<file path="config.mk">
export PLATFORM = sky130hd
export DESIGN_NAME = result_trace_buffer_flat
export DESIGN_NICKNAME = d
export VERILOG_FILES = /design/src/rtl/result_trace_buffer_if.sv /design/src/rtl/result_trace_buffer.sv /design/src/flat_wrapper.sv
export SDC_FILE = /design/constraint.sdc
export NUM_CORES = 1
export LEC_CHECK = 0
export CORE_MARGIN = 8
export CORE_UTILIZATION = 50
export DETAILED_ROUTE_END_ITERATION = 8
export GPL_TIMING_DRIVEN = 1
export PLACE_DENSITY = 0.77
export RECOVER_POWER = 50
export SLEW_MARGIN = 20
export SYNTH_ARGS = -nofsm -noshare
export SYNTH_HDL_FRONTEND = slang
export SYNTH_SLANG_ARGS = --single-unit
</file>
<file path="constraint.sdc">
create_clock -name clk -period 7.4 [get_ports clk]
set_input_delay 1.48 -clock clk [delete_from_list [all_inputs] [get_ports clk]]
set_output_delay 1.48 -clock clk [all_outputs]
set_load 0.02 [all_outputs]
</file>
<file path="src/rtl/result_trace_buffer_if.sv">
// rtl/result_trace_buffer_if.sv - capture, drain and status signals of the result trace buffer
interface result_trace_buffer_if #(
  parameter int WIDTH = 32,
  parameter int DEPTH = 8
);
  localparam int CW = $clog2(DEPTH) + 1;

  logic [WIDTH-1:0] result_in;
  logic             capture_en;
  logic             change_only;
  logic             out_ready;
  logic             ovf_clr;
  logic             out_valid;
  logic [WIDTH-1:0] out_data;
  logic [CW-1:0]    count;
  logic             full;
  logic             empty;
  logic             overflow;
  logic [15:0]      drop_cnt;

  // Master drives samples and consumes the trace; slave is the buffer itself.
  modport master (
    output result_in, capture_en, change_only, out_ready, ovf_clr,
    input  out_valid, out_data, count, full, empty, overflow, drop_cnt
  );

  modport slave (
    input  result_in, capture_en, change_only, out_ready, ovf_clr,
    output out_valid, out_data, count, full, empty, overflow, drop_cnt
  );
endinterface

</file>
<file path="src/rtl/result_trace_buffer.sv">
// rtl/result_trace_buffer.sv - first-word-fall-through trace FIFO of processor results with change filter
module result_trace_buffer #(
  parameter int DEPTH = 8,
  parameter int WIDTH = 32
) (
  input logic                  clk,
  input logic                  reset,
  result_trace_buffer_if.slave bus
);
  localparam int              AW      = $clog2(DEPTH);
  localparam int              CW      = AW + 1;
  localparam logic [CW-1:0]   DEPTH_C = CW'(DEPTH);
  localparam logic [AW-1:0]   PTR_ONE = AW'(1);
  localparam logic [CW-1:0]   CNT_ONE = CW'(1);

  logic [WIDTH-1:0] mem_q [DEPTH];
  logic [AW-1:0]    wr_ptr_q, wr_ptr_d;
  logic [AW-1:0]    rd_ptr_q, rd_ptr_d;
  logic [CW-1:0]    count_q, count_d;
  logic             overflow_q, overflow_d;
  logic [15:0]      drop_cnt_q, drop_cnt_d;
  logic             last_valid_q, last_valid_d;
  logic [WIDTH-1:0] last_value_q, last_value_d;

  logic empty;
  logic full;
  logic qualify;
  logic pop;
  logic push;
  logic drop;

  assign empty = (count_q == '0);
  assign full  = (count_q == DEPTH_C);

  // A sample counts when capture is on and, in change-only mode, it differs from the
  // previous qualifying sample (the very first sample after reset always counts).
  assign qualify = bus.capture_en &&
                   (!bus.change_only || !last_valid_q || (bus.result_in != last_value_q));
  assign pop     = !empty && bus.out_ready;
  // A full buffer still accepts a sample when the head leaves on the same edge.
  assign push    = qualify && (!full || pop);
  assign drop    = qualify && full && !pop;

  // Next-state for pointers, occupancy, overflow bookkeeping and the change filter.
  always_comb begin
    wr_ptr_d     = wr_ptr_q;
    rd_ptr_d     = rd_ptr_q;
    count_d      = count_q;
    overflow_d   = overflow_q;
    drop_cnt_d   = drop_cnt_q;
    last_valid_d = last_valid_q;
    last_value_d = last_value_q;

    if (push) wr_ptr_d = wr_ptr_q + PTR_ONE;
    if (pop)  rd_ptr_d = rd_ptr_q + PTR_ONE;

    case ({push, pop})
      2'b10:   count_d = count_q + CNT_ONE;
      2'b01:   count_d = count_q - CNT_ONE;
      default: count_d = count_q;
    endcase

    // The filter tracks every qualifying sample, including ones that get dropped.
    if (qualify) begin
      last_valid_d = 1'b1;
      last_value_d = bus.result_in;
    end

    if (drop) begin
      overflow_d = 1'b1;
      if (drop_cnt_q != 16'hFFFF) drop_cnt_d = drop_cnt_q + 16'd1;
    end

    // Clear beats a drop in the same cycle.
    if (bus.ovf_clr) begin
      overflow_d = 1'b0;
      drop_cnt_d = 16'd0;
    end
  end

  // Control state registers; reset discards every entry at once.
  always_ff @(posedge clk or negedge reset) begin
    if (!reset) begin
      wr_ptr_q     <= '0;
      rd_ptr_q     <= '0;
      count_q      <= '0;
      overflow_q   <= 1'b0;
      drop_cnt_q   <= 16'd0;
      last_valid_q <= 1'b0;
      last_value_q <= '0;
    end else begin
      wr_ptr_q     <= wr_ptr_d;
      rd_ptr_q     <= rd_ptr_d;
      count_q      <= count_d;
      overflow_q   <= overflow_d;
      drop_cnt_q   <= drop_cnt_d;
      last_valid_q <= last_valid_d;
      last_value_q <= last_value_d;
    end
  end

  // Entry storage is not reset; the empty flag masks stale contents.
  always_ff @(posedge clk) begin
    if (push) mem_q[wr_ptr_q] <= bus.result_in;
  end

  assign bus.out_valid = !empty;
  assign bus.out_data  = empty ? '0 : mem_q[rd_ptr_q];
  assign bus.count     = count_q;
  assign bus.full      = full;
  assign bus.empty     = empty;
  assign bus.overflow  = overflow_q;
  assign bus.drop_cnt  = drop_cnt_q;
endmodule

</file>
<file path="src/flat_wrapper.sv">
// flat-port wrapper written by rule: the top's interface ports become plain ports
module result_trace_buffer_flat 
#(
  parameter int DEPTH = 8,
  parameter int WIDTH = 32
)
  (clk, reset, bus_result_in, bus_capture_en, bus_change_only, bus_out_ready, bus_ovf_clr, bus_out_valid, bus_out_data, bus_count, bus_full, bus_empty, bus_overflow, bus_drop_cnt);
  result_trace_buffer_if #(.WIDTH(WIDTH), .DEPTH(DEPTH)) bus_i ();
  input logic clk;
  input logic reset;
  input wire logic [$bits(bus_i.result_in)-1:0] bus_result_in;
  input wire logic [$bits(bus_i.capture_en)-1:0] bus_capture_en;
  input wire logic [$bits(bus_i.change_only)-1:0] bus_change_only;
  input wire logic [$bits(bus_i.out_ready)-1:0] bus_out_ready;
  input wire logic [$bits(bus_i.ovf_clr)-1:0] bus_ovf_clr;
  output wire logic [$bits(bus_i.out_valid)-1:0] bus_out_valid;
  output wire logic [$bits(bus_i.out_data)-1:0] bus_out_data;
  output wire logic [$bits(bus_i.count)-1:0] bus_count;
  output wire logic [$bits(bus_i.full)-1:0] bus_full;
  output wire logic [$bits(bus_i.empty)-1:0] bus_empty;
  output wire logic [$bits(bus_i.overflow)-1:0] bus_overflow;
  output wire logic [$bits(bus_i.drop_cnt)-1:0] bus_drop_cnt;
  assign bus_i.result_in = bus_result_in;
  assign bus_i.capture_en = bus_capture_en;
  assign bus_i.change_only = bus_change_only;
  assign bus_i.out_ready = bus_out_ready;
  assign bus_i.ovf_clr = bus_ovf_clr;
  assign bus_out_valid = bus_i.out_valid;
  assign bus_out_data = bus_i.out_data;
  assign bus_count = bus_i.count;
  assign bus_full = bus_i.full;
  assign bus_empty = bus_i.empty;
  assign bus_overflow = bus_i.overflow;
  assign bus_drop_cnt = bus_i.drop_cnt;
  result_trace_buffer #(.DEPTH(DEPTH), .WIDTH(WIDTH)) u_core (.clk(clk), .reset(reset), .bus(bus_i));
endmodule
</file>
==> Yosys cells after proc, flatten, opt, wreduce, memory -nomap -nowiden <==
Memory sizes are Yosys's and may differ from the RTL's.
Index checks and enable logic that the tools add are counted.
{ "word_totals": {"register_bits": 60, "ram_bits": 256, "inputBits": 38, "mem_count": 1} }
{ "classes": {"n_addsub": 5, "eq_ne": 5, "mux": 9, "n_reduce_logical": 18} }
{ "memory_table": {"columns": ["name", "depth", "width", "read_ports", "rd_ports_with_merged_regs", "wr", "line", "rtl"], "rows": [
  ["u_core.mem_q", 8, 32, 1, 0, 1, "result_trace_buffer.sv:16", "logic [WIDTH-1:0] mem_q [DEPTH];"]
]} }
{ "op_table": {"columns": ["op", "count"], "rows": [
  ["two-way mux 16 bit", 3],
  ["two-way mux 32 bit", 1],
  ["!= test 32 bit", 1],
  ["adder 16 x 1 -> 16 bit (second input constant)", 1],
  ["!= test 16 bit (second input constant)", 1],
  ["case mux 4 bit (2 select lines)", 1],
  ["adder 3 x 1 -> 3 bit (second input constant)", 2],
  ["nonzero test 2 bit", 3],
  ["logical AND 1 bit", 5],
  ["logical NOT 1 bit", 5],
  ["adder 4 x 1 -> 4 bit (second input constant)", 1],
  ["equality test 4 bit (second input constant)", 1],
  ["logical NOT 4 bit", 1],
  ["two-way mux 1 bit", 4],
  ["subtractor 4 x 1 -> 4 bit (second input constant)", 1],
  ["logical OR 1 bit", 3],
  ["equality test 2 x 1 -> 1 bit (second input constant)", 1],
  ["equality test 2 bit (second input constant)", 1],
  ["AND reduction 2 bit", 1]
]} }

==> Logic depth before layout (Yosys ltp) <==
{ "logic_depth": {"ltp_word": 8, "ltp_mapped": 14, "ltp_nobuf": 12} }

==> Worst setup path after synthesis <==
Ideal clock, no wire load.
{ "synth_timing": {"path_type": "input -> register", "start": "in bus_capture_en", "end": "mem u_core.mem_q[1][0] (enable)", "arrival_ns": 5.647, "t_required_ns": 6.887, "slack_ns": 1.240, "path_stages": 5, "path_buffers": 2, "path_cell_list": "clkbuf_1 > o31ai_4 > nand2b_1 > buf_4 > nor4b_1"} }
{ "synth_via": {"elab_chain_cells": 4} }
{ "synth_rtl": {"columns": ["element", "line", "rtl"], "rows": [
  ["start, declared", "flat_wrapper.sv:12", "input wire logic [$bits(bus_i.capture_en)-1:0] bus_capture_en;"],
  ["logical AND 1 bit", "result_trace_buffer.sv:37", "assign qualify = bus.capture_en &&"],
  ["logical AND 1 bit", "result_trace_buffer.sv:41", "assign push = qualify && (!full || pop);"],
  ["two-way mux 1 bit", "result_trace_buffer.sv:104", "if (push) mem_q[wr_ptr_q] <= bus.result_in;"],
  ["two-way mux 1 bit (implied by the code)", "result_trace_buffer.sv:104", null],
  ["end, declared", "result_trace_buffer.sv:16", null]
]} }
No other way between the ends.

==> Worst setup path after layout <==
{ "layout_timing": {"start": "reg u_core.rd_ptr_q[0]", "end": "out bus_out_data[31]"} }
{ "layout_via": {"elab_chain_cells": 2} }
{ "layout_rtl": {"columns": ["element", "line", "rtl"], "rows": [
  ["start, declared", "result_trace_buffer.sv:18", "logic [AW-1:0] rd_ptr_q, rd_ptr_d;"],
  ["start signal, assigned", "result_trace_buffer.sv:93", "rd_ptr_q <= rd_ptr_d;"],
  ["memory (8 x 32 bit)", null, null],
  ["two-way mux 32 bit", "result_trace_buffer.sv:108", "assign bus.out_data = empty ? '0 : mem_q[rd_ptr_q];"],
  ["end, declared", "flat_wrapper.sv:17", "output wire logic [$bits(bus_i.out_data)-1:0] bus_out_data;"]
]} }
No other way between the ends.

==> impl_metrics.xml <==
<?xml version="1.0" encoding="UTF-8"?>
<metrics>
  <group name="cts">
    <metric name="clkSlewWorstSetupHoldPaths" unit="ns">0.06</metric>
    <metric name="clockRootBuffer" unit="">sky130_fd_sc_hd__clkbuf_16</metric>
    <metric name="clkSinkCount" unit="">316</metric>
    <metric name="cts_made_buffers" unit="">31</metric>
    <metric name="cts_max_path_buffers" unit="">3</metric>
    <metric name="clock_tree_from_tritoncts" unit="">done</metric>
    <metric name="post-cts-setup-buffers" unit="">0</metric>
    <metric name="clk-insertion-delay-late" unit="ns">0.55</metric>
    <metric name="clock_tree.htree_level_count" unit="">1</metric>
    <metric name="cts_hold_buf" unit="">0</metric>
    <metric name="ctsResizeCount" unit="">0</metric>
  </group>
  <group name="worst_setup_path">
    <metric name="r2r_slack" unit="ns">3.81</metric>
    <metric name="crit_required" unit="ns">5.92</metric>
    <metric name="worst-path-max-fanout" unit="">45</metric>
    <metric name="cp.buffers_inverters" unit="">2</metric>
    <metric name="crit_path_top_delay_cell" unit="">sky130_fd_sc_hd__dfrtp_4</metric>
    <metric name="path_delay_family" unit="">buffers and inverters</metric>
    <metric name="timing.critical_path.depth" unit="">5</metric>
    <metric name="setup.worst_path.class" unit="">reg -&gt; out</metric>
    <metric name="worstSetupEndpointType" unit="">output pin</metric>
    <metric name="slowest_delay" unit="ns">1.03</metric>
    <metric name="rr_worst_depth" unit="">11</metric>
    <metric name="path_cells" unit="">buf_4 -&gt; mux4_2 -&gt; mux2i_1 -&gt; nor2_1 -&gt; clkdlybuf4s50_1</metric>
    <metric name="crit_path_start_kind" unit="">flip-flop</metric>
    <metric name="worst_ep_arrival_time" unit="ns">3.64</metric>
  </group>
  <group name="global_routing">
    <metric name="vias_in_the_first_global_route" unit="">7242</metric>
    <metric name="grt_overflow_total" unit="">0</metric>
    <metric name="grt_max_degree" unit="">61</metric>
    <metric name="grt_antenna_before_repair" unit="">2</metric>
    <metric name="track_usage" unit="%">17.40</metric>
    <metric name="grt_first_pass_wirelength" unit="um">42200</metric>
  </group>
  <group name="final_layout">
    <metric name="drive_above_1_share" unit="%">19.93</metric>
    <metric name="post-route-util" unit="%">60.32</metric>
    <metric name="num_antenna_cells" unit="">0</metric>
    <metric name="final-instance-count-excl-fill" unit="">1153</metric>
    <metric name="n_fill_cell" unit="">1756</metric>
    <metric name="final_net_count" unit="">844</metric>
    <metric name="seq_area" unit="um2">9195</metric>
    <metric name="multi_input_area" unit="um2">3537</metric>
    <metric name="area_growth" unit="%">18.20</metric>
  </group>
  <group name="placement">
    <metric name="gp_congestion" unit="">0.8607</metric>
    <metric name="numPortBuffers" unit="">93</metric>
    <metric name="placed_cells" unit="">1097</metric>
    <metric name="place.detailed.hpwl" unit="um">16530</metric>
  </group>
  <group name="timing">
    <metric name="rsz_0062_raised_after_global_routing" unit="">false</metric>
    <metric name="fin_worst_skew" unit="ns">0.01066</metric>
    <metric name="post-route-period-util" unit="%">69.16</metric>
    <metric name="final_max_slew_viol_count" unit="">61</metric>
    <metric name="totalNegativeSetupSlack" unit="ns">0</metric>
    <metric name="worstMarginPinSlew" unit="ns">3.487</metric>
    <metric name="report.final.hold_viol_count" unit="">0</metric>
    <metric name="min_period" unit="ns">5.118</metric>
    <metric name="maxClockFrequency" unit="GHz">0.1954</metric>
    <metric name="setup_viol_count_final" unit="">0</metric>
    <metric name="max_slew_margin" unit="%">-132.5</metric>
  </group>
  <group name="yosys">
    <metric name="ys_async_sr_fraction" unit="%">18.99</metric>
    <metric name="synth_seq_cells" unit="">316</metric>
    <metric name="synthesis.area" unit="um2">12890</metric>
    <metric name="top_cell_type_s_share_of_synthesized_area" unit="%">59.64</metric>
    <metric name="top_cell_type_by_total_area_after_synthesis" unit="">sky130_fd_sc_hd__edfxtp_1</metric>
    <metric name="syn-instance-count" unit="">686</metric>
    <metric name="share_of_the_yosys_chip_area_belonging_to_registers" unit="%">71.29</metric>
    <metric name="postSynthNetCount" unit="">730</metric>
    <metric name="postSynth.topFlopCell" unit="">sky130_fd_sc_hd__edfxtp_1</metric>
    <metric name="synth.lib_cells_used.distinct" unit="">46</metric>
    <metric name="synth-warning-count" unit="">0</metric>
    <metric name="avgSynthCellArea" unit="um2">18.79</metric>
    <metric name="synth_edf_count" unit="">256</metric>
    <metric name="post_synth_main_area_contributors" unit="">sky130_fd_sc_hd__edfxtp_1, sky130_fd_sc_hd__dfrtp_1, sky130_fd_sc_hd__mux4_2</metric>
  </group>
  <group name="route">
    <metric name="avgViaCountPerCell" unit="">5.842</metric>
    <metric name="drc" unit="">0</metric>
    <metric name="finalWirelength" unit="um">26720</metric>
    <metric name="drt.antenna.violating_nets" unit="">0</metric>
    <metric name="wire_per_inst" unit="um">23.17</metric>
    <metric name="drt-pass1-iter-count" unit="">7</metric>
    <metric name="detail_route.iter0.violations" unit="">524</metric>
    <metric name="num_vias" unit="">6736</metric>
  </group>
  <group name="worst_hold_path">
    <metric name="timing.hold.worst_path_depth" unit="">1</metric>
    <metric name="timing.hold.worst.class" unit="">reg -&gt; reg</metric>
  </group>
  <group name="power_and_ir_drop">
    <metric name="internal-power" unit="W">0.003945</metric>
    <metric name="total_power" unit="W">0.005723</metric>
    <metric name="clkPwrFrac" unit="%">26.1</metric>
    <metric name="comb_power_share" unit="%">31.7</metric>
    <metric name="power.switching_fraction" unit="%">31.07</metric>
    <metric name="p_leak" unit="nW">5.256</metric>
    <metric name="power_density_over_the_cells" unit="nW/um2">375.7</metric>
    <metric name="power.ir.vdd_worst" unit="mV">0.2476</metric>
    <metric name="seqPwrFrac" unit="%">42.2</metric>
    <metric name="p_switching" unit="W">0.001778</metric>
  </group>
  <group name="floorplanning">
    <metric name="floorplan.die.width" unit="um">176.6</metric>
    <metric name="placement_rows" unit="">58</metric>
    <metric name="fp.dieArea" unit="um2">31170</metric>
    <metric name="core_area" unit="um2">25250</metric>
    <metric name="die_h" unit="um">176.6</metric>
    <metric name="io-pin-count" unit="">94</metric>
    <metric name="floorplan.initialDensity" unit="%">51.04</metric>
  </group>
  <group name="outcome">
    <metric name="violations" unit="">max-capacitance violations, max-slew violations</metric>
    <metric name="outcome" unit="">finished, violations left</metric>
  </group>
  <group name="flow_run">
    <metric name="max-cap-violations" unit="">1</metric>
  </group>
</metrics>
layer usage:
| layer | GRT usage (%) | routed length (um) |
|---|---|---|
| met2 | 29.76 | 13590 |
| met1 | 22.71 | 10870 |
| met4 | 3.853 | 397 |
| met3 | 3.525 | 1831 |
| met5 | 0 | 23 |
registers in the layout, summed over array words and instances, names as in the netlist:
name                 cells
u_core.bus.count         4
u_core.bus.drop_cnt     16
u_core.bus.overflow      1
u_core.last_valid_q      1
u_core.last_value_q     32
u_core.mem_q           256
u_core.rd_ptr_q          3
u_core.wr_ptr_q          3
path summary, 6_finish.rpt:
kind,startpoint,to
worst max register to register,u_core.last_value_q[16]$_DFFE_PN0P_,u_core.bus.count[3]$_DFFE_PN0P_
min in group asynchronous,reset,u_core.bus.drop_cnt[15]$_DFFE_PN0P_
max in group asynchronous,reset,u_core.rd_ptr_q[0]$_DFFE_PN0P_
worst min register to register,u_core.last_value_q[2]$_DFFE_PN0P_,u_core.last_value_q[2]$_DFFE_PN0P_
worst max-delay path,u_core.rd_ptr_q[0]$_DFFE_PN0P_,bus_out_data[31]
worst min-delay path,u_core.last_value_q[2]$_DFFE_PN0P_,u_core.last_value_q[2]$_DFFE_PN0P_
layout by cell type, fill, tap and decap left out, types with 8 or more instances in the layout:
cell                              Yosys  layout
sky130_fd_sc_hd__mux2_2              14      14
sky130_fd_sc_hd__xnor2_1             18      18
sky130_fd_sc_hd__dfrtp_1             60      57
sky130_fd_sc_hd__mux4_2              64      64
sky130_fd_sc_hd__clkdlybuf4s50_1      0      38
sky130_fd_sc_hd__nor2_1              40      40
sky130_fd_sc_hd__dlygate4sd3_1        0      54
sky130_fd_sc_hd__nand2_1             11      11
sky130_fd_sc_hd__clkbuf_1            17       8
sky130_fd_sc_hd__inv_1               11      11
sky130_fd_sc_hd__mux2i_1             34      34
sky130_fd_sc_hd__a21oi_1             12      12
sky130_fd_sc_hd__buf_4                2      20
sky130_fd_sc_hd__xor2_1              20      20
sky130_fd_sc_hd__edfxtp_1           256     256
sky130_fd_sc_hd__mux2_1              25      25
sky130_fd_sc_hd__clkbuf_16            0      31
sky130_fd_sc_hd__nand3_1              8       8
synth_stat cells, drive strengths merged (6+ instances only):
| master | instances |
|---|---|
| edfxtp | 256 |
| mux4 | 64 |
| dfrtp | 60 |
| mux2 | 40 |
| nor2 | 40 |
| mux2i | 34 |
| xor2 | 20 |
| xnor2 | 18 |
| clkbuf | 17 |
| buf | 16 |
| a21oi | 12 |
| inv | 11 |
| nand2 | 11 |
| nor3 | 9 |
| nand3 | 8 |
| nor4 | 8 |
| or4 | 8 |
| o31ai | 7 |
| or3 | 7 |
| nor2b | 6 |
per-stage QoR:
stage / hold WS [ns] / instance area (um2) / setup WS [ns]
6_report: 0.5126 / 15230 / 2.282
5_1_grt: 0.5314 / 15230 / 1.913
4_1_cts: 0.5154 / 15240 / 2.141
3_5_place_dp: 0.4605 / 14270 / 2.106
3_3_place_gp: 0.4490 / 14270 / 2.227
2_1_floorplan: 0.4343 / 12890 / 1.240
power groups by stage:
stage	Combinational, W	Clock (W)	Sequential, W
floorplan	0.00122	0	0.00232
global placement	0.00181	0	0.00243
detailed placement	0.00185	0	0.00246
CTS	0.00186	0.00152	0.00242
global route	0.00194	0.00159	0.00245
finish	0.00181	0.00150	0.00241
worst register-to-register path: stages, from the launching register on:
cell and delay (ns):
sky130_fd_sc_hd__dfrtp_1 0.39, sky130_fd_sc_hd__xnor2_1 0.20, sky130_fd_sc_hd__nand4_1 0.17, sky130_fd_sc_hd__or4_4 0.63
sky130_fd_sc_hd__o31ai_4 0.68, sky130_fd_sc_hd__nand2_1 0.20, sky130_fd_sc_hd__inv_1 0.14, sky130_fd_sc_hd__ha_1 0.16
sky130_fd_sc_hd__a21o_1 0.09, sky130_fd_sc_hd__a21oi_1 0.11, sky130_fd_sc_hd__or4b_2 0.64, sky130_fd_sc_hd__nand4_1 0.11
final cells by class:
type | count | area share (%)
clock buffer | 40 | 5.445
clock inverter | 16 | 0.9116
inverter | 11 | 0.2710
multi-input combinational | 326 | 23.22
sequential | 316 | 60.36
tap | 330 | 2.710
timing repair buffer | 114 | 7.088
kinds of logic after synthesis:
kind of cell / synth area share, %
AO/OA/AOI/OAI: 1.621
XOR/XNOR: 2.582
adder cells (fa/ha/maj): 0.6407
buffers and inverters: 1.679
flip-flops: 71.29
multiplexers: 17.35
AND/OR/NAND/NOR: 4.835
Note: power is estimated with default switching activity, not from simulation.
